[config.mk]
export PLATFORM = sky130hd
export DESIGN_NAME = ts_pack_fifo_flat
export DESIGN_NICKNAME = d
export VERILOG_FILES = /design/src/rtl/ts_pack_fifo_pkg.sv /design/src/rtl/ts_pack_fifo_if.sv /design/src/rtl/ts_pack_fifo_ptr.sv /design/src/rtl/ts_pack_fifo.sv /design/src/flat_wrapper.sv
export SDC_FILE = /design/constraint.sdc
export NUM_CORES = 1
export LEC_CHECK = 0
export BUFFER_PORTS_ARGS = -buffer_cell sky130_fd_sc_hd__buf_4
export CAP_MARGIN = 25
export CORE_AREA = 2 2 321 323
export DETAILED_ROUTE_END_ITERATION = 8
export DIE_AREA = 0 0 323 325
export SLEW_MARGIN = 20
export SYNTH_ARGS = -nofsm -noshare
export SYNTH_HDL_FRONTEND = slang
export SYNTH_SLANG_ARGS = --single-unit
[constraint.sdc]
create_clock -name CLOCK -period 3.69 [get_ports CLOCK]
set_input_delay 0.9225 -clock CLOCK [delete_from_list [all_inputs] [get_ports CLOCK]]
set_output_delay 0.9225 -clock CLOCK [all_outputs]
set_load 0.02 [all_outputs]
[src/rtl/ts_pack_fifo_pkg.sv]
// Shared types and constants for the TS symbol-packing FIFO.
// Optional feature macro: TS_PACK_FIFO_FLUSH_EN (see ts_pack_fifo.sv).
package ts_pack_pkg;

  localparam int unsigned TS_SYM_W         = 10;
  localparam int unsigned TS_SYMS_PER_LINE = 3;
  localparam int unsigned TS_DEPTH         = 21;

  // Pointer fields are sized for DEPTH up to 4096 lines and up to 64 slots per line.
  localparam int unsigned PTR_LINE_W = 12;
  localparam int unsigned PTR_SLOT_W = 6;

  typedef logic [PTR_LINE_W-1:0] ts_line_t;
  typedef logic [PTR_SLOT_W-1:0] ts_slot_t;

  typedef struct packed {
    ts_line_t line;
    ts_slot_t slot;
  } ts_ptr_t;

  // Accept combination for one cycle, encoded as {write, read}.
  typedef enum logic [1:0] {
    OP_IDLE = 2'b00,
    OP_RD   = 2'b01,
    OP_WR   = 2'b10,
    OP_BOTH = 2'b11
  } ts_op_e;

  // Ceiling log2; clog2(1) = 0.
  function automatic int unsigned clog2(input int unsigned v);
    int unsigned r;
    longint unsigned x;
    r = 0;
    x = 1;
    while (x < longint'(v)) begin
      x = x << 1;
      r = r + 1;
    end
    return r;
  endfunction

endpackage

[src/rtl/ts_pack_fifo_if.sv]
// Handshake, data and status bundle of the TS symbol-packing FIFO.
interface ts_pack_fifo_if import ts_pack_pkg::*; #(
  parameter int unsigned SYM_W = TS_SYM_W,
  parameter int unsigned LVL_W = clog2(TS_DEPTH * TS_SYMS_PER_LINE + 1)
);

  logic             WR_VALID;
  logic             WR_READY;
  logic [SYM_W-1:0] WR_DATA;
  logic             RD_VALID;
  logic             RD_READY;
  logic [SYM_W-1:0] RD_DATA;
  logic             FULL;
  logic             EMPTY;
  logic [LVL_W-1:0] LEVEL;

  // FIFO side
  modport slave (
    input  WR_VALID, WR_DATA, RD_READY,
    output WR_READY, RD_VALID, RD_DATA, FULL, EMPTY, LEVEL
  );

  // Producer/consumer side
  modport master (
    output WR_VALID, WR_DATA, RD_READY,
    input  WR_READY, RD_VALID, RD_DATA, FULL, EMPTY, LEVEL
  );

endinterface

[src/rtl/ts_pack_fifo_ptr.sv]
// Line/slot pointer: slot counts up to SYMS_PER_LINE-1, then carries into
// the line index, which wraps after DEPTH-1. Synchronous clear has priority.
module ts_pack_ptr import ts_pack_pkg::*; #(
  parameter int unsigned SYMS_PER_LINE = TS_SYMS_PER_LINE,
  parameter int unsigned DEPTH         = TS_DEPTH
) (
  input  logic    clk_i,
  input  logic    clr_i,
  input  logic    adv_i,
  output ts_ptr_t ptr_o
);

  localparam ts_slot_t SLOT_LAST = ts_slot_t'(SYMS_PER_LINE - 1);
  localparam ts_line_t LINE_LAST = ts_line_t'(DEPTH - 1);

  ts_ptr_t ptr_q;
  ts_ptr_t ptr_d;

  // Next pointer: advance with slot-to-line carry and line wrap
  always_comb begin
    ptr_d = ptr_q;
    if (adv_i) begin
      if (ptr_q.slot == SLOT_LAST) begin
        ptr_d.slot = '0;
        ptr_d.line = (ptr_q.line == LINE_LAST) ? '0 : ptr_q.line + ts_line_t'(1);
      end else begin
        ptr_d.slot = ptr_q.slot + ts_slot_t'(1);
      end
    end
  end

  // Pointer register with synchronous clear
  always_ff @(posedge clk_i) begin
    if (clr_i) begin
      ptr_q <= '0;
    end else begin
      ptr_q <= ptr_d;
    end
  end

  assign ptr_o = ptr_q;

endmodule

[src/rtl/ts_pack_fifo.sv]
// TS symbol-packing FIFO: SYM_W-bit symbols packed SYMS_PER_LINE per line
// into a DEPTH-line array, read back in order with show-ahead data.
// Optional macro TS_PACK_FIFO_FLUSH_EN adds a FLUSH input that clears
// pointers, LEVEL and flags like RESET (RESET still has priority).
module ts_pack_fifo import ts_pack_pkg::*; #(
  parameter int unsigned SYM_W         = TS_SYM_W,
  parameter int unsigned SYMS_PER_LINE = TS_SYMS_PER_LINE,
  parameter int unsigned DEPTH         = TS_DEPTH
) (
  input  logic CLOCK,
  input  logic RESET,
`ifdef TS_PACK_FIFO_FLUSH_EN
  input  logic FLUSH,
`endif
  ts_pack_fifo_if.slave bus
);

  localparam int unsigned LINE_W = SYM_W * SYMS_PER_LINE;
  localparam int unsigned CAP    = DEPTH * SYMS_PER_LINE;
  localparam int unsigned LVL_W  = clog2(CAP + 1);

  logic [LINE_W-1:0] mem_q [DEPTH];

  logic [LVL_W-1:0] level_q;
  logic [LVL_W-1:0] level_d;
  logic             full_q;
  logic             empty_q;

  logic             clr;
  logic             wr_fire;
  logic             rd_fire;
  ts_op_e           op;
  ts_ptr_t          wr_ptr;
  ts_ptr_t          rd_ptr;
  logic [SYM_W-1:0] rd_sym;

`ifdef TS_PACK_FIFO_FLUSH_EN
  assign clr = RESET | FLUSH;
`else
  assign clr = RESET;
`endif

  assign wr_fire = bus.WR_VALID & ~full_q;
  assign rd_fire = bus.RD_READY & ~empty_q;
  assign op      = ts_op_e'({wr_fire, rd_fire});

  ts_pack_ptr #(
    .SYMS_PER_LINE (SYMS_PER_LINE),
    .DEPTH         (DEPTH)
  ) u_wr_ptr (
    .clk_i (CLOCK),
    .clr_i (clr),
    .adv_i (wr_fire),
    .ptr_o (wr_ptr)
  );

  ts_pack_ptr #(
    .SYMS_PER_LINE (SYMS_PER_LINE),
    .DEPTH         (DEPTH)
  ) u_rd_ptr (
    .clk_i (CLOCK),
    .clr_i (clr),
    .adv_i (rd_fire),
    .ptr_o (rd_ptr)
  );

  // Storage write: only the addressed slot of the addressed line changes.
  // Line/slot decode is an explicit compare so the full pointer fields
  // drive the address, independent of how wide the package fields are.
  always_ff @(posedge CLOCK) begin
    if (wr_fire && !clr) begin
      for (int unsigned l = 0; l < DEPTH; l++) begin
        for (int unsigned s = 0; s < SYMS_PER_LINE; s++) begin
          if (wr_ptr.line == ts_line_t'(l) && wr_ptr.slot == ts_slot_t'(s)) begin
            mem_q[l][s*SYM_W +: SYM_W] <= bus.WR_DATA;
          end
        end
      end
    end
  end

  // Show-ahead read mux of the oldest symbol
  always_comb begin
    rd_sym = '0;
    for (int unsigned l = 0; l < DEPTH; l++) begin
      for (int unsigned s = 0; s < SYMS_PER_LINE; s++) begin
        if (rd_ptr.line == ts_line_t'(l) && rd_ptr.slot == ts_slot_t'(s)) begin
          rd_sym = mem_q[l][s*SYM_W +: SYM_W];
        end
      end
    end
  end

  // Next fill level from the accept combination
  always_comb begin
    level_d = level_q;
    unique case (op)
      OP_WR:   level_d = level_q + LVL_W'(1);
      OP_RD:   level_d = level_q - LVL_W'(1);
      OP_BOTH: level_d = level_q;
      OP_IDLE: level_d = level_q;
      default: level_d = level_q;
    endcase
  end

  // Level and flags; flags derive from the next level so they track LEVEL
  always_ff @(posedge CLOCK) begin
    if (clr) begin
      level_q <= '0;
      full_q  <= 1'b0;
      empty_q <= 1'b1;
    end else begin
      level_q <= level_d;
      full_q  <= (level_d == LVL_W'(CAP));
      empty_q <= (level_d == '0);
    end
  end

  assign bus.WR_READY = ~full_q;
  assign bus.RD_VALID = ~empty_q;
  assign bus.RD_DATA  = empty_q ? '0 : rd_sym;
  assign bus.FULL     = full_q;
  assign bus.EMPTY    = empty_q;
  assign bus.LEVEL    = level_q;

endmodule
[src/flat_wrapper.sv]
// flat-port wrapper written by rule: the top's interface ports become plain ports
module ts_pack_fifo_flat import ts_pack_pkg::*;
#(
  parameter int unsigned SYM_W         = TS_SYM_W,
  parameter int unsigned SYMS_PER_LINE = TS_SYMS_PER_LINE,
  parameter int unsigned DEPTH         = TS_DEPTH
)
  (CLOCK, RESET, bus_WR_VALID, bus_WR_DATA, bus_RD_READY, bus_WR_READY, bus_RD_VALID, bus_RD_DATA, bus_FULL, bus_EMPTY, bus_LEVEL);
  ts_pack_fifo_if #(.SYM_W(SYM_W)) bus_i ();
  input  logic CLOCK;
  input  logic RESET;
  input wire logic [$bits(bus_i.WR_VALID)-1:0] bus_WR_VALID;
  input wire logic [$bits(bus_i.WR_DATA)-1:0] bus_WR_DATA;
  input wire logic [$bits(bus_i.RD_READY)-1:0] bus_RD_READY;
  output wire logic [$bits(bus_i.WR_READY)-1:0] bus_WR_READY;
  output wire logic [$bits(bus_i.RD_VALID)-1:0] bus_RD_VALID;
  output wire logic [$bits(bus_i.RD_DATA)-1:0] bus_RD_DATA;
  output wire logic [$bits(bus_i.FULL)-1:0] bus_FULL;
  output wire logic [$bits(bus_i.EMPTY)-1:0] bus_EMPTY;
  output wire logic [$bits(bus_i.LEVEL)-1:0] bus_LEVEL;
  assign bus_i.WR_VALID = bus_WR_VALID;
  assign bus_i.WR_DATA = bus_WR_DATA;
  assign bus_i.RD_READY = bus_RD_READY;
  assign bus_WR_READY = bus_i.WR_READY;
  assign bus_RD_VALID = bus_i.RD_VALID;
  assign bus_RD_DATA = bus_i.RD_DATA;
  assign bus_FULL = bus_i.FULL;
  assign bus_EMPTY = bus_i.EMPTY;
  assign bus_LEVEL = bus_i.LEVEL;
  ts_pack_fifo #(.SYM_W(SYM_W), .SYMS_PER_LINE(SYMS_PER_LINE), .DEPTH(DEPTH)) u_core (.CLOCK(CLOCK), .RESET(RESET), .bus(bus_i));
endmodule
**Word-level counts from Yosys, hierarchy flattened**

Memories as Yosys holds them, arrays and structs flattened.
Cells that the tools add are included.

- Flip-flop bits (word level): 44
- Bits in writable memories: 630
- Logic and storage cells: 541
- Memories: 1

Memories:

| name | depth | bits a word | read ports | clocked after Yosys merged registers in | write ports | line | source |
|---|---|---|---|---|---|---|---|
| u_core.mem_q | 21 | 30 | 21 | 0 | 1 | ts_pack_fifo.sv:22 | `logic [LINE_W-1:0] mem_q [DEPTH];` |

- Add/subtract/negate cells: 6
- Equal/unequal tests: 48
- Multiplexer cells: 318
- Bitwise operators: 4
- Reduce and logical (&&, ||, !) cells: 157

Operator list:

| kind | number |
|---|---|
| 2-to-1 mux 10 bit | 64 |
| 2-to-1 mux 30 bit | 20 |
| OR reduction 30 bit | 20 |
| == test 12 x 4 -> 1 bit (second input constant) | 16 |
| 2-to-1 mux 1 bit | 189 |
| logical AND 1 bit | 127 |
| == test 12 x 5 -> 1 bit (second input constant) | 10 |
| 2-to-1 mux 5 bit | 20 |
| == test 12 x 3 -> 1 bit (second input constant) | 8 |
| 2-to-1 mux 3 bit | 20 |
| == test 12 x 2 -> 1 bit (second input constant) | 4 |
| adder 12 x 1 -> 12 bit (second input constant) | 2 |
| == test 12 x 1 -> 1 bit (second input constant) | 2 |
| zero test 12 bit | 2 |
| 2-to-1 mux 12 bit | 2 |
| adder 6 x 1 -> 6 bit (second input constant) | 3 |
| zero test 6 bit | 3 |
| one-hot mux 6 bit (3 select lines) | 1 |
| == test 6 x 1 -> 1 bit (second input constant) | 2 |
| == test 6 x 2 -> 1 bit (second input constant) | 2 |
| 2-to-1 mux 6 bit | 2 |
| == test 6 bit (second input constant) | 1 |
| subtractor 6 x 1 -> 6 bit (second input constant) | 1 |
| == test 2 bit (second input constant) | 2 |
| 7 further kinds | 10 |

**Logic depth before layout (Yosys ltp)**

- Word-level depth: 66
- Mapped depth: 16

**Modules after synthesis**

A second synthesis with hierarchy kept.

- Cells, all modules: 2,190
- Area, all modules: 28,906.5 sq um

Modules (own cells, without submodules):

| module | times used | cells an instance | area an instance (sq um) | sequential area each (sq um) |
|---|---|---|---|---|
| ts_pack_fifo | 1 | 1,984 | 27,047.2 | 19,078.3 |
| ts_pack_ptr | 2 | 103 | 929.6 | 360.3 |

**Least setup slack after synthesis**

Ideal clock, no wire load.

- Kind: flip-flop to output port
- Start point: register u_core.u_rd_ptr.ptr_q (netlist bit u_core.u_rd_ptr.ptr_o[14])
- End point: output bus_RD_DATA[6]
- Arrival time: 3.266 ns
- Required time: 2.768 ns
- Path slack: -0.498 ns
- Cell stages (with the launch flop): 13
- Cell sequence: dfxtp_1 or4_4 buf_6 nor4_4 buf_6 a32oi_1 a311o_1 a21oi_1 a221oi_1 or4_1 a2111oi_2 o41ai_1 a31oi_1

- Cells in the longest elaborated chain, start to end: 66

RTL lines:

| element | line | source |
|---|---|---|
| start, declared | ts_pack_fifo_ptr.sv:16 | `ts_ptr_t ptr_q;` |
| start signal, assigned | ts_pack_fifo_ptr.sv:37 | `ptr_q <= ptr_d;` |
| zero test 12 bit | ts_pack_fifo.sv:87 | `if (rd_ptr.line == ts_line_t'(l) && rd_ptr.slot == ts_slot_t'(s)) begin` |
| logical AND 1 bit | ts_pack_fifo.sv:87 |  |
| 2-to-1 mux 10 bit (62 in a row) | ts_pack_fifo.sv:87 |  |
| 2-to-1 mux 10 bit (*) | ts_pack_fifo.sv:87 |  |
| 2-to-1 mux 10 bit (*) | ts_pack_fifo.sv:121 | `assign bus.RD_DATA = empty_q ? '0 : rd_sym;` |
| end, declared | flat_wrapper.sv:17 | `output wire logic [$bits(bus_i.RD_DATA)-1:0] bus_RD_DATA;` |

Every way passes the cells marked *; elsewhere a longest branch is shown, timed or not.

**Worst setup path after layout**

- Start point: register u_core.u_rd_ptr.ptr_q (netlist bit u_core.u_rd_ptr.ptr_o[4])
- End point: output bus_RD_DATA[5]

- Cells in the longest elaborated chain, start to end: 66

RTL lines:

| element | line |
|---|---|
| zero test 6 bit | ts_pack_fifo.sv:87 |
| logical AND 1 bit | ts_pack_fifo.sv:87 |
| 2-to-1 mux 10 bit (62 in a row) | ts_pack_fifo.sv:87 |
| 2-to-1 mux 10 bit (*) | ts_pack_fifo.sv:87 |
| 2-to-1 mux 10 bit (*) | ts_pack_fifo.sv:121 |

Marks and branches as above.

==> results.sh <==
export IMPL_worst_path_most_repeated_cell="buf_4"
export IMPL_postCtsHoldBufs=0
export IMPL_worst_hold_path_type="reg -> reg"
export IMPL_r2r_end="u_core.mem_q[1][7]"
export IMPL_period_needed_ns=5.41
export IMPL_area_growth_pct=40.3
export IMPL_ys_seq_area_share_pct=65.6
export IMPL_drtIter0Drc=3990
export IMPL_ir_drop_v=0.000497
export IMPL_drt_wl_total_um=130000
export IMPL_htreeDepth=3
export IMPL_gp_congestion=1.02
export IMPL_slowest_stage="or4_4"
export IMPL_die_width_um=323
export IMPL_n_antenna_cell=0
export IMPL_path_clk_slew_ns=0.06
export IMPL_via_per_inst=5.70
export IMPL_io_buffers=33
export IMPL_dieArea_sq_um=105000
export IMPL_ioPinCount=34
export IMPL_path_max_fanout=7
export IMPL_synth_cell_type_count=83
export IMPL_worstSetupPathType="reg -> out"
export IMPL_ys_top_cells_by_count="edfxtp_1, nor2_1, nand2_1, o21ai_0, a21oi_1"
export IMPL_critPathLaunchType="register"
export IMPL_syn_area_sq_um=30200
export IMPL_grtUsageTotal_pct=24.1
export IMPL_setup_viol=10
export IMPL_num_vias=27000
export IMPL_fmax_ghz=0.185
export IMPL_maxCapViolCount=0
export IMPL_outcome="finished, violations left"
export IMPL_path_depth=15
export IMPL_path_cells="or4_4 > buf_4 > nor4_4 > buf_6 > nand2_1 > o21ai_0 > buf_4 > nand2b_1 > nand4b_1 > buf_6 > a41o_4 > a2111oi_4 > o211ai_1 > a21oi_2 > buf_4"
export IMPL_initial_core_util_pct=29.8
export IMPL_clockRootBuffer="clkbuf_16"
export IMPL_r2r_start="u_core.u_wr_ptr.ptr_o[14]"
export IMPL_cp_slowest_stage_delay_ns=0.63
export IMPL_crit_end="bus_RD_DATA[5]"
export IMPL_multi_input_area_sq_um=11400
export IMPL_routedWlPerCell_um=27.4
export IMPL_fin_ws_ns=-1.72
export IMPL_crit_required_ns=2.77
export IMPL_synth_edf_count=630
export IMPL_dp_slack_ns=-1.62
export IMPL_critPathTopFamily="simple AND/OR/NAND/NOR gates"
export IMPL_p_leak_nw=15.0
export IMPL_reg2reg_slack_ns=0.82
export IMPL_netlist_instances=2525
export IMPL_final_max_slew_viol_count=0
export IMPL_antenna_found_initial=5
export IMPL_cts_tree="done"
export IMPL_rsz0062_at_grt="yes"
export IMPL_clock_sinks=674
export IMPL_netlist_area_leader_share_pct=62.7
export IMPL_cp_num_buf_inv=5
export IMPL_yosys_register_bits=674
export IMPL_ant_nets=0
export IMPL_nNetsFinal=3356
export IMPL_synth_most_common_cell="edfxtp_1"
export IMPL_overflow=0
export IMPL_drc_errors=0
export IMPL_utilization_pct=41.8
export IMPL_finalCritPeriodShare_pct=147
export IMPL_ff2ff_path_depth=7
export IMPL_cp_arrival_ns=4.48
export IMPL_syn_area_per_cell_sq_um=11.9
export IMPL_crit_start="u_core.u_rd_ptr.ptr_o[4]"
export IMPL_core_rowCount=117
export IMPL_coreArea_sq_um=101000
export IMPL_violations="setup timing"
export IMPL_ys_top_cells_by_area="edfxtp_1, nor2_1, nand2_1, dfxtp_1, o21ai_0"
export IMPL_placed_area_sq_um=37700
export IMPL_synth_top_area_cell="edfxtp_1"
export IMPL_yosysWarnings=0
export IMPL_grt_pass1_wl_um=184000
export IMPL_dp_hpwl_um=91500
export IMPL_fp_dieH_um=325
export IMPL_numCtsBuffers=74
export IMPL_fillers=9531
export IMPL_synthesis_nets=2561
export IMPL_max_slew_margin_pct=34.9
export IMPL_worstMarginPinSlew_ns=0.976
export IMPL_clockBufferDepth=3
export IMPL_grt_pass1_vias=25900
export IMPL_hold_slack_ns=0.485
export IMPL_regArea_sq_um=19800
export IMPL_async_flop_share_pct=0
export IMPL_clock_latency_ns=0.67
export IMPL_drt_pass1_iter_count=7
export IMPL_grt_max_degree=64
export IMPL_cp_end_kind="primary output"
export IMPL_layout_drive_gt1_share_pct=35.4
export IMPL_finalHoldViolations=0
export IMPL_design_area_sq_um=42300
export IMPL_powerDensity_nw_per_um2=433
export IMPL_clock_skew_ns=0.0380
export IMPL_synth_main_ff_cell="edfxtp_1"
worst reg2reg max path, stage by stage, from the launching register on:
cell	delay [ns]
dfxtp_1	0.35
or4_1	0.51
nor4_1	0.35
nor2b_1	0.30
nand3_1	0.11
buf_4	0.24
nor2_1	0.44
buf_4	0.28
per-stage QoR:
stage                     std cells  setup TNS [ns]  total power [mW]
after detailed placement       4551          -12.77              10.6
final                          4746          -15.33              18.3
after floorplan                2525           -1.62              9.35
after CTS                      4715          -14.89              18.3
after global routing           4746          -15.84              18.7
after global placement         4551          -12.62              10.6
metal layers:
metal	vias to the layer above	routed length, um	GRT usage [%]
met5	-	23	0
met4	4	6430	10.7
met3	389	15000	5.21
met2	1776	58100	37.1
met1	13400	50500	32.5
li1	11500	-	-
layout by cell type (no fill, tap or decap), types with 20 or more instances in the layout:
cell         n
a21oi_1    137
o22ai_1     29
clkbuf_16   75
and2_1      24
nor3_1      58
inv_1       25
xor2_1      22
o21ai_0    139
nand3_1     94
buf_4      753
buf_6       63
o21ai_1     20
edfxtp_1   630
nor4_1      21
nand2_1    246
buf_12      22
dfxtp_1     38
nor4_4      24
nand4_1     63
nor2_1     273
o221ai_1    22
o211ai_1    32
a221oi_1    29
flip-flops by register name, summed over array words and instances, names as in the netlist:
register               count
u_core.u_wr_ptr.ptr_o     18
u_core.bus.EMPTY           1
u_core.u_rd_ptr.ptr_o     18
u_core.bus.FULL            1
u_core.mem_q             630
u_core.bus.LEVEL           6
worst min path at each step:
| stage | from | endpoint | slack, ns | cells past startpoint |
|---|---|---|---|---|
| 3_5_place_dp | u_core.u_wr_ptr.ptr_o[17] | u_core.u_wr_ptr.ptr_o[17] | 0.48 | 2 |
| 4_1_cts | u_core.u_wr_ptr.ptr_o[17] | u_core.u_wr_ptr.ptr_o[17] | 0.49 | 2 |
| 3_3_place_gp | u_core.u_wr_ptr.ptr_o[17] | u_core.u_wr_ptr.ptr_o[17] | 0.47 | 2 |
| 2_1_floorplan | u_core.u_wr_ptr.ptr_o[17] | u_core.u_wr_ptr.ptr_o[17] | 0.46 | 2 |
| 6_report | u_core.u_wr_ptr.ptr_o[17] | u_core.u_wr_ptr.ptr_o[17] | 0.49 | 2 |
| 5_1_grt | u_core.u_wr_ptr.ptr_o[17] | u_core.u_wr_ptr.ptr_o[17] | 0.51 | 2 |
logic make-up (layout without fill, tap and decap cells):
family	count (synthesis)	in the layout	share of synthesized area, %
buffers and inverters	154	1007	2.10
muxes	2	2	0.0664
xor gates and xnor gates	33	33	0.958
DFF	674	674	65.6
adders and majority gates	22	22	0.937
and+or+nand+nor	974	974	15.4
AOI/OAI and AO/OA	666	666	14.9
timing repair:
action / CTS / global route
endpoints found under the setup margin: 10 / 10
pin swaps: 55 / 79
hold endpoints to repair: 0 / 0
resized for setup: 208 / 163
buffers inserted: 31 / 36
cloned: 2 / 1
area by class of cell:
cell class / count / share of cell area [%]
clock inverter: 51 / 1.20
tap: 1368 / 4.04
timing repair buffer: 843 / 16.3
sequential: 674 / 46.8
inverter: 30 / 0.266
clock buffer: 83 / 4.50
multi-input combinational: 1697 / 26.9
report_power, final:
| part | internal, mW | total, mW | switching [mW] |
|---|---|---|---|
| Combinational | 0.925 | 2.35 | 1.43 |
| Clock | 4.26 | 7.56 | 3.30 |
| Sequential | 8.38 | 8.43 | 0.0442 |
Note: power is estimated with default switching activity, not from simulation.
